<file path="config.mk">
export PLATFORM = sky130hd
export DESIGN_NAME = vend_arbiter
export DESIGN_NICKNAME = d
export VERILOG_FILES = /design/src/rtl/vend_arbiter.sv
export SDC_FILE = /design/constraint.sdc
export NUM_CORES = 1
export LEC_CHECK = 0
export ABC_AREA = 1
export ABC_CLOCK_PERIOD_IN_PS = 3600
export CAP_MARGIN = 40
export CELL_PAD_IN_SITES_DETAIL_PLACEMENT = 1
export CELL_PAD_IN_SITES_GLOBAL_PLACEMENT = 1
export CORE_AREA = 5 5 79 59
export CTS_CLUSTER_DIAMETER = 50
export DETAILED_ROUTE_END_ITERATION = 16
export DIE_AREA = 0 0 84 64
export PLACE_DENSITY = 0.79
export SLEW_MARGIN = 30
export SYNTH_ARGS = -nofsm -noshare
export SYNTH_HDL_FRONTEND = slang
export SYNTH_SLANG_ARGS = --single-unit
</file>
<file path="constraint.sdc">
create_clock -name clk -period 3.6 [get_ports clk]
set_input_delay 0.72 -clock clk [delete_from_list [all_inputs] [get_ports clk]]
set_output_delay 0.72 -clock clk [all_outputs]
set_load 0.05 [all_outputs]
</file>
<file path="src/rtl/vend_arbiter.sv">
// vend_arbiter: shares one vending core between two customer coin ports.
//
// A requester is granted an exclusive session in round-robin order, and its
// coins are forwarded to the core. The core's drink/change pulses are routed
// back to the session owner one cycle after the core produces them. If the
// owner stalls, the controller forces a refund, or releases the session when
// no credit is held. Dispensed drinks are counted in a wrapping counter.
//
// Ports:
//   clk, reset           clock, asynchronous active-high reset
//   req_valid[1:0]       requester i presents a coin
//   req_coin[3:0]        coin of requester i at [2i+1:2i]:
//                        00 none, 01 half, 10 one, 11 refund
//   req_ready[1:0]       coin of requester i accepted this cycle
//   grant[1:0]           one-hot session owner, 00 when idle
//   core_coin[1:0]       coin driven to the vending core
//   core_drink           core drink pulse, registered by the core
//   core_back[1:0]       core change, in half units
//   out_drink            drink pulse routed to the last owner
//   out_back[1:0]        change routed to the last owner
//   out_id               requester that out_drink/out_back belong to
//   busy                 session in progress (SERVE or WAIT)
//   sold_cnt[CNT_W-1:0]  drinks dispensed, wraps
module vend_arbiter #(
  parameter int unsigned TIMEOUT = 16,
  parameter int unsigned CNT_W   = 8
) (
  input  logic             clk,
  input  logic             reset,
  input  logic [1:0]       req_valid,
  input  logic [3:0]       req_coin,
  output logic [1:0]       req_ready,
  output logic [1:0]       grant,
  output logic [1:0]       core_coin,
  input  logic             core_drink,
  input  logic [1:0]       core_back,
  output logic             out_drink,
  output logic [1:0]       out_back,
  output logic             out_id,
  output logic             busy,
  output logic [CNT_W-1:0] sold_cnt
);

  localparam int unsigned TW = $clog2(TIMEOUT);

  localparam logic [1:0] ST_IDLE  = 2'd0;
  localparam logic [1:0] ST_SERVE = 2'd1;
  localparam logic [1:0] ST_WAIT  = 2'd2;

  logic [1:0]       state_q, state_d;
  logic [1:0]       grant_q, grant_d;
  logic [1:0]       credit_q, credit_d;
  logic [TW-1:0]    timer_q, timer_d;
  logic             last_q, last_d;
  logic             out_drink_q, out_drink_d;
  logic [1:0]       out_back_q, out_back_d;
  logic             out_id_q, out_id_d;
  logic [CNT_W-1:0] sold_q, sold_d;

  logic       owner;
  logic       own_valid;
  logic [1:0] own_coin;
  logic       pick;
  logic       timed_out;
  logic       xfer;
  logic [2:0] sum;
  logic       ending;

  assign owner     = grant_q[1];
  assign own_valid = req_valid[owner];
  assign own_coin  = owner ? req_coin[3:2] : req_coin[1:0];
  // Lone requester wins; on contention the one that did not own last goes.
  assign pick      = (&req_valid) ? ~last_q : req_valid[1];
  // Timeout pre-empts any coin the owner presents in the same cycle.
  assign timed_out = (state_q == ST_SERVE) && (timer_q == TW'(TIMEOUT - 1));
  assign xfer      = (state_q == ST_SERVE) && !timed_out && own_valid && (own_coin != 2'b00);
  assign sum       = {1'b0, credit_q} + {1'b0, own_coin};
  assign ending    = xfer && ((own_coin == 2'b11) || (sum >= 3'd3));

  always_comb begin
    state_d     = state_q;
    grant_d     = grant_q;
    credit_d    = credit_q;
    timer_d     = timer_q;
    last_d      = last_q;
    out_drink_d = 1'b0;
    out_back_d  = 2'b00;
    out_id_d    = out_id_q;
    sold_d      = sold_q;
    req_ready   = 2'b00;
    core_coin   = 2'b00;
    unique case (state_q)
      ST_IDLE: begin
        if (|req_valid) begin
          grant_d  = pick ? 2'b10 : 2'b01;
          state_d  = ST_SERVE;
          credit_d = 2'b00;
          timer_d  = '0;
        end
      end
      ST_SERVE: begin
        if (timed_out) begin
          if (credit_q != 2'b00) begin
            // Refund the stalled owner's partial credit through the core.
            core_coin = 2'b11;
            state_d   = ST_WAIT;
          end else begin
            state_d = ST_IDLE;
            last_d  = owner;
            grant_d = 2'b00;
          end
        end else begin
          req_ready = owner ? 2'b10 : 2'b01;
          if (xfer) begin
            core_coin = own_coin;
            if (ending) begin
              state_d = ST_WAIT;
            end else begin
              credit_d = sum[1:0];
              timer_d  = '0;
            end
          end else begin
            timer_d = timer_q + TW'(1);
          end
        end
      end
      ST_WAIT: begin
        // The core's registered response to the ending coin lands here.
        out_drink_d = core_drink;
        out_back_d  = core_back;
        out_id_d    = owner;
        sold_d      = sold_q + CNT_W'(core_drink);
        state_d     = ST_IDLE;
        last_d      = owner;
        grant_d     = 2'b00;
      end
      default: begin
        state_d = ST_IDLE;
        grant_d = 2'b00;
      end
    endcase
  end

  always_ff @(posedge clk or posedge reset) begin
    if (reset) begin
      state_q     <= ST_IDLE;
      grant_q     <= 2'b00;
      credit_q    <= 2'b00;
      timer_q     <= '0;
      last_q      <= 1'b1;
      out_drink_q <= 1'b0;
      out_back_q  <= 2'b00;
      out_id_q    <= 1'b0;
      sold_q      <= '0;
    end else begin
      state_q     <= state_d;
      grant_q     <= grant_d;
      credit_q    <= credit_d;
      timer_q     <= timer_d;
      last_q      <= last_d;
      out_drink_q <= out_drink_d;
      out_back_q  <= out_back_d;
      out_id_q    <= out_id_d;
      sold_q      <= sold_d;
    end
  end

  assign grant     = grant_q;
  assign out_drink = out_drink_q;
  assign out_back  = out_back_q;
  assign out_id    = out_id_q;
  assign busy      = (state_q != ST_IDLE);
  assign sold_cnt  = sold_q;

endmodule

</file>
**Word level (Yosys, flattened, before mapping)**

Index checks and enable logic that the tools add are counted.

- Register bits after elaboration: 23
- Logic and storage cells: 85

- $add $sub $neg: 3
- $lt $le $gt $ge: 2
- Equal/unequal tests: 13
- Mux-type cells: 37
- Bitwise logic cells: 1
- Reductions and logical operators: 20

Operators with widths:

| kind | number |
|---|---|
| $mux W2 | 22 |
| $mux W4 | 4 |
| $ne A2 B2 Y1 const B | 6 |
| $pmux W2 S2 | 3 |
| $reduce_bool A2 Y1 | 5 |
| $ne A3 B3 Y1 const B | 3 |
| $reduce_and A3 Y1 | 3 |
| $add A8 B1 Y8 | 1 |
| $pmux W4 S2 | 1 |
| $mux W1 | 6 |
| $logic_and A1 B1 Y1 | 5 |
| $reduce_and A5 Y1 | 1 |
| $add A4 B1 Y4 const B | 1 |
| $eq A2 B2 Y1 const B | 2 |
| $eq A4 B4 Y1 const B | 1 |
| $reduce_and A4 Y1 | 1 |
| $add A2 B2 Y3 | 1 |
| $ge A3 B2 Y1 const B | 1 |
| $eq A2 B1 Y1 const B | 1 |
| $logic_not A2 Y1 | 1 |
| $lt A1 B2 Y1 const B | 1 |
| $pmux W1 S2 | 1 |
| $reduce_and A2 Y1 | 1 |
| $reduce_or A2 Y1 | 1 |
| other kinds (3) | 3 |

**Logic depth before layout (Yosys ltp)**

- Depth in word-level cells: 11
- Depth in mapped cells: 12
- Depth with buffers taken out: 12

**Worst setup path before layout**

OpenSTA, ideal clock, no wires.

- Path kind: input -> output
- Start: in req_valid[0]
- End: out core_coin[0]
- Data arrival time: 1,839 ps
- Data required time: 2,880 ps
- Setup slack: 1,041 ps
- Stages on the path: 6
- Path buffers: 0
- Cell sequence: inv_1 nor2_1 nor2_1 nor2_4 nand2_1 a21oi_1

- Longest elaborated chain between the ends: 7

Ends and longest elaborated chain:

| what | RTL line | text |
|---|---|---|
| start: declaration | 30 | `input logic [1:0] req_valid,` |
| $mux W1 (not written as such) (2 in a row) | 70 | `assign own_valid = req_valid[owner];` |
| $logic_and A1 B1 Y1 (2 in a row) | 76 | `assign xfer = (state_q == ST_SERVE) && !timed_out && own_valid && (own_coin != 2'b00);` |
| $mux W2 | 114 | `if (xfer) begin` |
| $mux W2 | 102 | `if (timed_out) begin` |
| $mux W2 | 92 | `unique case (state_q)` |
| end: declaration | 34 | `output logic [1:0] core_coin,` |

No other way between the ends. The select of a mux whose other input is x is not followed.

**Final worst setup path**

- Start: reg timer_q[0]
- End: out req_ready[1]

- Longest elaborated chain between the ends: 4

Ends and longest elaborated chain:

| what | RTL line | text |
|---|---|---|
| start: declaration | 53 | `logic [TW-1:0] timer_q, timer_d;` |
| start signal: assignment | 159 | `timer_q <= timer_d;` |
| $eq A4 B4 Y1 | 75 | `assign timed_out = (state_q == ST_SERVE) && (timer_q == TW'(TIMEOUT - 1));` |
| $logic_and A1 B1 Y1 | 75 |  |
| $mux W2 | 102 |  |
| $mux W2 | 92 |  |
| end: declaration | 32 | `output logic [1:0] req_ready,` |

No other way between the ends.

==> run summary <==
status -> completed
CTS Sinks -> 23
fin util -> 0.4428
worst r2r src -> grant[1]
Die Width -> 84 microns
Min-Delay Path Class -> reg2reg
crit path to -> req_ready[1]
Slew Viols, Final -> 0
startpoint types -> flop
slowest stage delay, CP -> 0.82 ns
drt via density -> 4.468
Arrival @ worst endpoint -> 2.12 ns
Die Ht -> 64 microns
WP buf/inv -> 1
initial antenna violation count -> 0
Num CTS Buffers -> 3
Tmin final -> 2.835 ns
root buffer cell -> clkbuf_8
hpwl dp -> 2512 microns
post-layout net count -> 202
clk_lat worst skew -> 0.26 ns
Leakage -> 0.8475 nW
maximum fanout along the worst path -> 4
Synth Cell Area -> 1272 sq um
worst r2r dst -> timer_q[2]
Setup Fix Bufs, Post-CTS -> 0
drt first pass iters -> 4
sequential share of the synthesized area -> 0.4533
flops & latches, synth -> 23
vias in the first global route -> 1133
synth-to-layout area growth -> 32.35%
Req. time, crit path -> 2.88 ns
Remaining DRCs -> 0
fraction of layout cells with a size suffix above 1 -> 0.1405
fmax -> 0.3527 GHz
WL final -> 2977 microns
clock-pin transition on the worst setup and hold timing paths -> 0.08 ns
Distinct cells, synth -> 31
Final setup violation count -> 0
Placeable Area -> 3804 sq um
vias -> 1059
global-route wire length before repair -> 5237 microns
Max H-tree Level -> 1
Tcrit/Tclk final -> 0.7876
Max-slew headroom -> 0.6657
yosys warns -> 0
Area after DPL -> 1638 sq um
CP Cell Sequence -> ha_1, nand3_1, nand2_4, nor2_1, clkdlybuf4s50_1
MaxCap Viol Count -> 0
register-to-register setup slack -> 1.41 ns
Syn Area/Cell -> 8.317 sq um
Antenna Nets Post-Route -> 0
RSZ-0062 raised after global routing -> no
Port Buffers -> 29
Ant. Diodes -> 0
cell family with most CP delay -> buffers and inverters
Setup CP Type -> reg2out
total negative slack -> 0 ns
DR WL/cell -> 12.56 microns
row cnt -> 19
CTS max path bufs -> 2
Worst Tran Pin Value -> 0.4999 ns
pin count of the biggest net entering global routing -> 16
CTS tree -> yes
Worst Setup End Kind -> primary output
GP Congestion -> 0.8096
clk_skew -> 0.005365 ns
die area -> 5376 sq um
Crit path depth -> 5
CP startpoint -> timer_q[0]
peak supply drop -> 0.3290 mV
Total GRT Usage -> 0.1190
Worst Reg2Reg Path Length in Cells -> 12
gr ovfl total -> 0
Post-CTS Hold Buffers -> 0
Ports -> 30
cells after synthesis -> 153
power per standard cell area -> 838.0 nW/um^2
hold depth -> 1
Final Hold Viols -> 0
Final Instance Area -> 1684 sq um
cts repair resizes -> 0
Worst path slowest cell -> clkdlybuf4s50_1
DRT iter0 DRCs -> 9
syn_nets -> 169
initial cell density of the core -> 0.3345
## metrics by stage
step / total power [W] / setup WS, ns / cells / hold slack, ns
floorplan: 0.001027 / 1.041 / 153 / 0.4543
global placement: 0.001229 / 0.8629 / 232 / 0.4549
detailed placement: 0.001272 / 0.7990 / 233 / 0.4640
CTS: 0.001437 / 0.7387 / 237 / 0.4787
global route: 0.001524 / 0.6537 / 237 / 0.5083
finish: 0.001411 / 0.7646 / 237 / 0.4763
## layout by cell type, fill, tap and decap left out, types with 3 or more instances in the layout
cell             synthesis  layout
dfrtp_1                 22      22
ha_1                     4       4
inv_2                    3       3
nor2_1                  16      16
clkdlybuf4s50_1          0      27
nand2_2                  5       5
inv_1                   22      22
o21ai_0                  3       3
xor2_1                   6       6
clkbuf_8                 0       3
nand2_1                 36      36
nand3_1                  7       7
o21ai_1                  4       4
nand4_1                  3       3
## layer usage
layer  track usage  wire, microns
met1        0.1348           1286
met5             0              0
met4       0.01807              8
met3       0.04108            139
met2        0.2222           1543
## power breakdown
part	internal, W	switching (W)
registers	0.000347	0.0000796
logic	0.000274	0.000552
clock network	0.0000772	0.0000814
total	0.000698	0.000713
## worst reg2reg max path, stage by stage, from the launching register on
cell     delay [ns]
dfrtp_1        0.46
inv_2          0.14
nand2_1        0.08
nand2_2        0.10
ha_1           0.15
inv_1          0.05
fa_1           0.48
o21a_1         0.20
nand2_1        0.11
nand3_4        0.11
nand2_2        0.11
nand2_1        0.06
o21ai_1        0.07
## cell families (layout without fill, tap and decap cells)
| family | count (synthesis) | in the layout | synth area share |
|---|---|---|---|
| compound gates | 13 | 13 | 0.05900 |
| xor+xnor | 7 | 7 | 0.04818 |
| fa+ha+maj | 5 | 5 | 0.05507 |
| buf+inv | 28 | 60 | 0.08652 |
| flops | 23 | 23 | 0.4533 |
| simple gates | 77 | 77 | 0.2979 |
## sequential cells by signal, summed over array words and instances, names as in the netlist
name / cells
state_q: 2
sold_cnt: 8
credit_q: 2
last_q: 1
out_id: 1
out_drink: 1
out_back: 2
grant: 2
timer_q: 4
## Yosys cell counts
library cell,count,share of area
a21oi_1,2,0.0079
a31o_2,1,0.0069
buf_2,1,0.0039
buf_4,1,0.0059
clkinv_1,1,0.0029
dfrtp_1,22,0.43
dfstp_2,1,0.021
fa_1,1,0.016
ha_1,4,0.039
inv_1,22,0.065
inv_2,3,0.0088
nand2_1,36,0.11
nand2_2,5,0.025
nand2_4,1,0.0088
nand3_1,7,0.028
nand3_2,2,0.016
nand3_4,1,0.014
nand4_1,3,0.015
nor2_1,16,0.047
nor2_2,1,0.0049
nor2_4,2,0.018
nor3_1,1,0.0039
nor3_2,1,0.0079
o211ai_1,1,0.0059
o21a_1,1,0.0059
o21ai_0,3,0.012
o21ai_1,4,0.016
o22ai_1,1,0.0049
or2_2,1,0.0049
xnor2_1,1,0.0069
xor2_1,6,0.041
## cell type report
type | instances | area, sq um
tap | 52 | 65.06
timing repair buffer | 30 | 312.8
clock buffer | 3 | 41.29
fill | 457 | 2120
sequential | 23 | 576.8
clock inverter | 1 | 5.005
inverter | 26 | 97.59
multi-input combinational | 102 | 585.6
## worst min-delay path by stage
stage,from,end,slack (ns)
floorplan,credit_q[1],credit_q[1],0.45
global placement,sold_cnt[7],sold_cnt[7],0.45
detailed placement,sold_cnt[7],sold_cnt[7],0.46
CTS,sold_cnt[7],sold_cnt[7],0.48
global route,sold_cnt[7],sold_cnt[7],0.51
finish,sold_cnt[7],sold_cnt[7],0.48
Power figures use the tool's default switching activity.
==> edit 1: new RTL, config.mk and constraints unchanged <==
Put one more register stage on the output `sold_cnt`. The value now appears one clock later. The other outputs are not delayed to match.
--- a/src/rtl/vend_arbiter.sv
+++ b/src/rtl/vend_arbiter.sv
@@ -170,7 +170,9 @@
   assign out_back  = out_back_q;
   assign out_id    = out_id_q;
   assign busy      = (state_q != ST_IDLE);
-  assign sold_cnt  = sold_q;
+  always_ff @(posedge clk) begin
+    sold_cnt <= sold_q;
+  end
 
 endmodule
 
Check against the original RTL: not equivalent (Yosys sat finds a counterexample within 4 cycles, from zero or initial values and one cycle with reset high).
==> edit 1 against the unedited design <==
  * Synthesized area rose by 13%
  * Total power rose by 21%
  * Sequential cell count grew 8
  * Via count is 4.2% higher
  * Design area increased by 14%
  * Clock skew increased by 0.0012 ns
  * Routed wire length grew 7.7%
  * Setup slack improved by 0.00063 ns
  * First-iteration DRC count grew to 3.7 times the old value
  * Combinational power down 0.8%
  * Non-clock buffer count did not move
  * Register-to-register slack worse by 0.07 ns
  * Critical endpoint is now core_coin[1]
  * Largest cell class is now sequential cells
==> edit 1: results (changes against the unedited design) <==
| Metric | Value |
|---|---|
| Compound-Gate Fraction of Synth Area | 0.0627 (was 0.0590) |
| Skew-Pair Late Insertion Delay | 0.28 ns (was 0.26 ns) |
| Routability cong. | 0.812 (was 0.810) |
| Adder and majority gate portion of the synthesized area | 0.0487 (was 0.0551) |
| Top post-synthesis cells by area | dfrtp_1, dfxtp_1, nand2_1 (was dfrtp_1, nand2_1, inv_1) |
| CTS buffer count | 5 (was 3) |
| Global-route wire length before repair | 5520 um (was 5240 um) |
| Seq pwr share | 0.314 (was 0.303) |
| Xor/xnor share of the synthesized area | 0.0426 (was 0.0482) |
| WL met1 | 1560 um (was 1290 um) |
| DR iter-0 viols | 33 (was 9) |
| Dpl hpwl | 2650 um (was 2510 um) |
| Hold path startpoint | sold_q[6] (was sold_cnt[7]) |
| CP Launch Point | req_valid[0] (was timer_q[0]) |
| CTS H-tree depth | 2 (was 1) |
| CP peak stage delay | 0.50 ns (was 0.82 ns) |
| Vias in the first global route | 1,200 (was 1,133) |
| Status | complete, no violations (unchanged) |
| Clk pwr share | 0.208 (was 0.112) |
| Synth cell count leaders | nand2_1, inv_1, dfrtp_1 (was nand2_1, dfrtp_1, inv_1) |
| Worst-path clk slew | 0.07 ns |
| Hold depth | 0 (was 1) |
| Hold EP | sold_cnt[6] (was sold_cnt[7]) |
| Cell variety after synth | 27 (was 31) |
| M3 GR Usage | 0.0436 (was 0.0411) |
| Met3 WL | 131 um (was 139 um) |
| Layout fillers | 434 (was 457) |
| R2R Path Start | grant[1] (unchanged) |
| Drt wl/cell | 13.1 um (was 12.6 um) |
| Layout cells sized above 1 | 0.166 (was 0.141) |
| R2R Path End | timer_q[3] (was timer_q[2]) |
| Worst Skew | 0.00652 ns (was 0.00537 ns) |
| Sw Share | 0.443 (was 0.505) |
| FFs w/ async S/R, synth | 0.742 (was 1.00) |
| Slew @ Worst Pin | 0.519 ns (was 0.500 ns) |
| Met2 WL | 1460 um (was 1540 um) |
| Seq/Total Area, Yosys | 0.513 (was 0.453) |
| Pleak | 0.939 nW (was 0.848 nW) |
| Routed vias/inst | 4.51 (was 4.47) |
| NumNets Final | 208 (was 202) |
| Total GRT Usage | 0.130 (was 0.119) |
| GR Layer Usage met2 | 0.204 (was 0.222) |
| Reg-to-reg setup timing slack | 1.34 ns (was 1.41 ns) |
==> edit 1: changes by cell type after synthesis, moves of 2 or more <==
cell	delta
nand3_1	+3
o21ai_0	+3
mux2_2	+2
nand2_1	-10
inv_1	+2
dfxtp_1	+8
o21a_1	+2
==> edit 1: area by class of cell <==
class                           instances  area [um2]  area share
Sequential cell                        31         737       0.385
Multi-Input combinational cell         98         596       0.311
Timing Repair Buffer                   30         300       0.157
Inverter                               26        97.6      0.0510
Clock buffer                            6        82.6      0.0432
Tap cell                               52        65.1      0.0340
Clock inverter                          2        35.0      0.0183
==> edit 1: metrics by stage <==
step	power, mW	cells	utilization	setup slack [ns]	hold slack [ns]
after floorplan	1.13	156	-	1.30	0.347
after global placement	1.33	236	0.468	0.816	0.356
after detailed placement	1.37	237	0.472	0.734	0.359
after CTS	1.73	245	0.503	0.741	0.376
after global routing	1.83	245	0.503	0.669	0.386
final	1.71	245	0.503	0.765	0.379
==> edit 2: new RTL, same flow settings <==
Without the edit above. Set the parameter `TIMEOUT` to 8 (it was 16).
--- a/src/rtl/vend_arbiter.sv
+++ b/src/rtl/vend_arbiter.sv
@@ -22,7 +22,7 @@
 //   busy                 session in progress (SERVE or WAIT)
 //   sold_cnt[CNT_W-1:0]  drinks dispensed, wraps
 module vend_arbiter #(
-  parameter int unsigned TIMEOUT = 16,
+  parameter int unsigned TIMEOUT = 8,
   parameter int unsigned CNT_W   = 8
 ) (
   input  logic             clk,
Check against the original RTL: not equivalent (a bounded check fails within 10 cycles, from zero or initial values and one cycle with reset high).
==> edit 2 against the unedited design <==
  * Sequential cell count is 1 lower
  * Sequential power down 5.2%
  * Routed wire length is 2.3% lower
  * Design area decreased by 1.6%
  * Global-route usage is 0.072 points lower
  * Utilization down 0.72 points
  * Setup slack worse by 0.17 ns
  * Register-to-register slack got worse by 0.05 ns
  * Non-clock buffer count unchanged
  * Synthesized area down 2.3%
  * Synthesized cell count down 7.2%
  * Total power increased by 2.3%
  * Critical endpoint unchanged
  * Largest cell class unchanged
  * Largest power group unchanged
  * Highest routed layer unchanged
==> edit 2: results (changes against the unedited design) <==
| Metric | Value |
|---|---|
| Status | complete, no violations (unchanged) |
| Routability cong. | 0.707 (was 0.810) |
| GR Layer Usage met2 | 0.213 (was 0.222) |
| Pin count of the biggest net entering global routing | 23 (was 16) |
| Initial antenna violation count | 0 (unchanged) |
| DR iter-0 viols | 32 (was 9) |
| Xor/xnor share of the synthesized area | 0.0352 (was 0.0482) |
| Syn Nets | 159 (was 169) |
| NumNets Final | 193 (was 202) |
| Compound-Gate Fraction of Synth Area | 0.0483 (was 0.0590) |
| Layout fillers | 473 (was 457) |
| Dpl hpwl | 2450 um (was 2510 um) |
| Vias in the first global route | 1,158 (was 1,133) |
| Layout Cells excl Fill | 227 (was 237) |
| Seq/Total Area, Yosys | 0.444 (was 0.453) |
| Total GRT Usage | 0.118 (was 0.119) |
| DP Worst Slack | 0.766 ns (was 0.799 ns) |
| Cell variety after synth | 27 (was 31) |
| GRT met1 Usage | 0.137 (was 0.135) |
| Routed vias/inst | 4.47 (about the same) |
| # placed instances | 222 (was 233) |
| Arrival time worst endpoint | 2.29 ns (was 2.12 ns) |
| Worst Skew | 0.00829 ns (was 0.00537 ns) |
| Layout cells sized above 1 | 0.171 (was 0.141) |
| VDD IR max | 0.465 mV (was 0.329 mV) |
| Adder and majority gate portion of the synthesized area | 0.0664 (was 0.0551) |
| Slew @ Worst Pin | 0.527 ns (was 0.500 ns) |
| Top post-synthesis cells by area | dfrtp_1, nand2_1, inv_1 (unchanged) |
edit 2: cell types whose count changed after synthesis, moves of 2 or more:
| cell | change |
|---|---|
| nand2_4 | +5 |
| nand2_1 | -3 |
| xor2_1 | -3 |
| inv_1 | -2 |
| mux2_2 | +2 |
| nand3_1 | -2 |
| nor2_1 | -2 |
edit 2: routing by layer:
metal  share of wire  up-vias  wire, um
met5               0        -         0
met4          0.0058        0        17
met3           0.049        2       143
met2            0.50       19      1450
met1            0.45      490      1300
li1                -      503         -
edit 2: area by class of cell:
class                      count  share of cell area
clock buffer                   4              0.0332
inverter                      22              0.0498
multi-input combinational     97               0.363
sequential                    22               0.333
tap                           52              0.0393
timing repair buffer          30               0.181
edit 2: per-stage QoR:
| step | hold slack, ns | instance area (um2) | total power, mW |
|---|---|---|---|
| finish | 0.500 | 1660 | 1.44 |
| global route | 0.530 | 1660 | 1.56 |
| CTS | 0.505 | 1640 | 1.46 |
| detailed placement | 0.482 | 1590 | 1.28 |
| global placement | 0.472 | 1590 | 1.24 |
| floorplan | 0.463 | 1240 | 1.03 |
edit 2: worst reg2reg max path: stages, from the launching register on:
cell	delay (ns)
dfrtp_1	0.46
inv_2	0.17
nand2_2	0.09
nand2_4	0.11
ha_1	0.16
inv_1	0.05
fa_1	0.54
o21a_1	0.15
nand2_2	0.07
nand2_4	0.11
nand3_2	0.11
nand2_1	0.09
nand2_1	0.05
edit 2: cells by family (layout without fill, tap and decap cells):
| family | count (synthesis) | in the layout |
|---|---|---|
| and+or+nand+nor | 73 | 73 |
| buffers and inverters | 23 | 56 |
| muxes | 2 | 2 |
| xor gates and xnor gates | 5 | 5 |
| AOI/OAI and AO/OA | 11 | 11 |
| adders and majority gates | 6 | 6 |
| DFF | 22 | 22 |
edit 2: where the power goes:
part | internal, mW | switching, mW
logic | 0.285 | 0.580
registers | 0.334 | 0.0704
clock network | 0.0974 | 0.0772
edit 2: path summary, 6_finish.rpt:
path,from,to,slack [ns]
worst max-delay path,timer_q[0],req_ready[1],0.59
worst min-delay path,out_id,out_id,0.50
worst max register to register,grant[1],credit_q[1],1.36
worst min register to register,out_id,out_id,0.50
max in group asynchronous,reset,last_q,2.50
min in group asynchronous,reset,credit_q[0],0.66
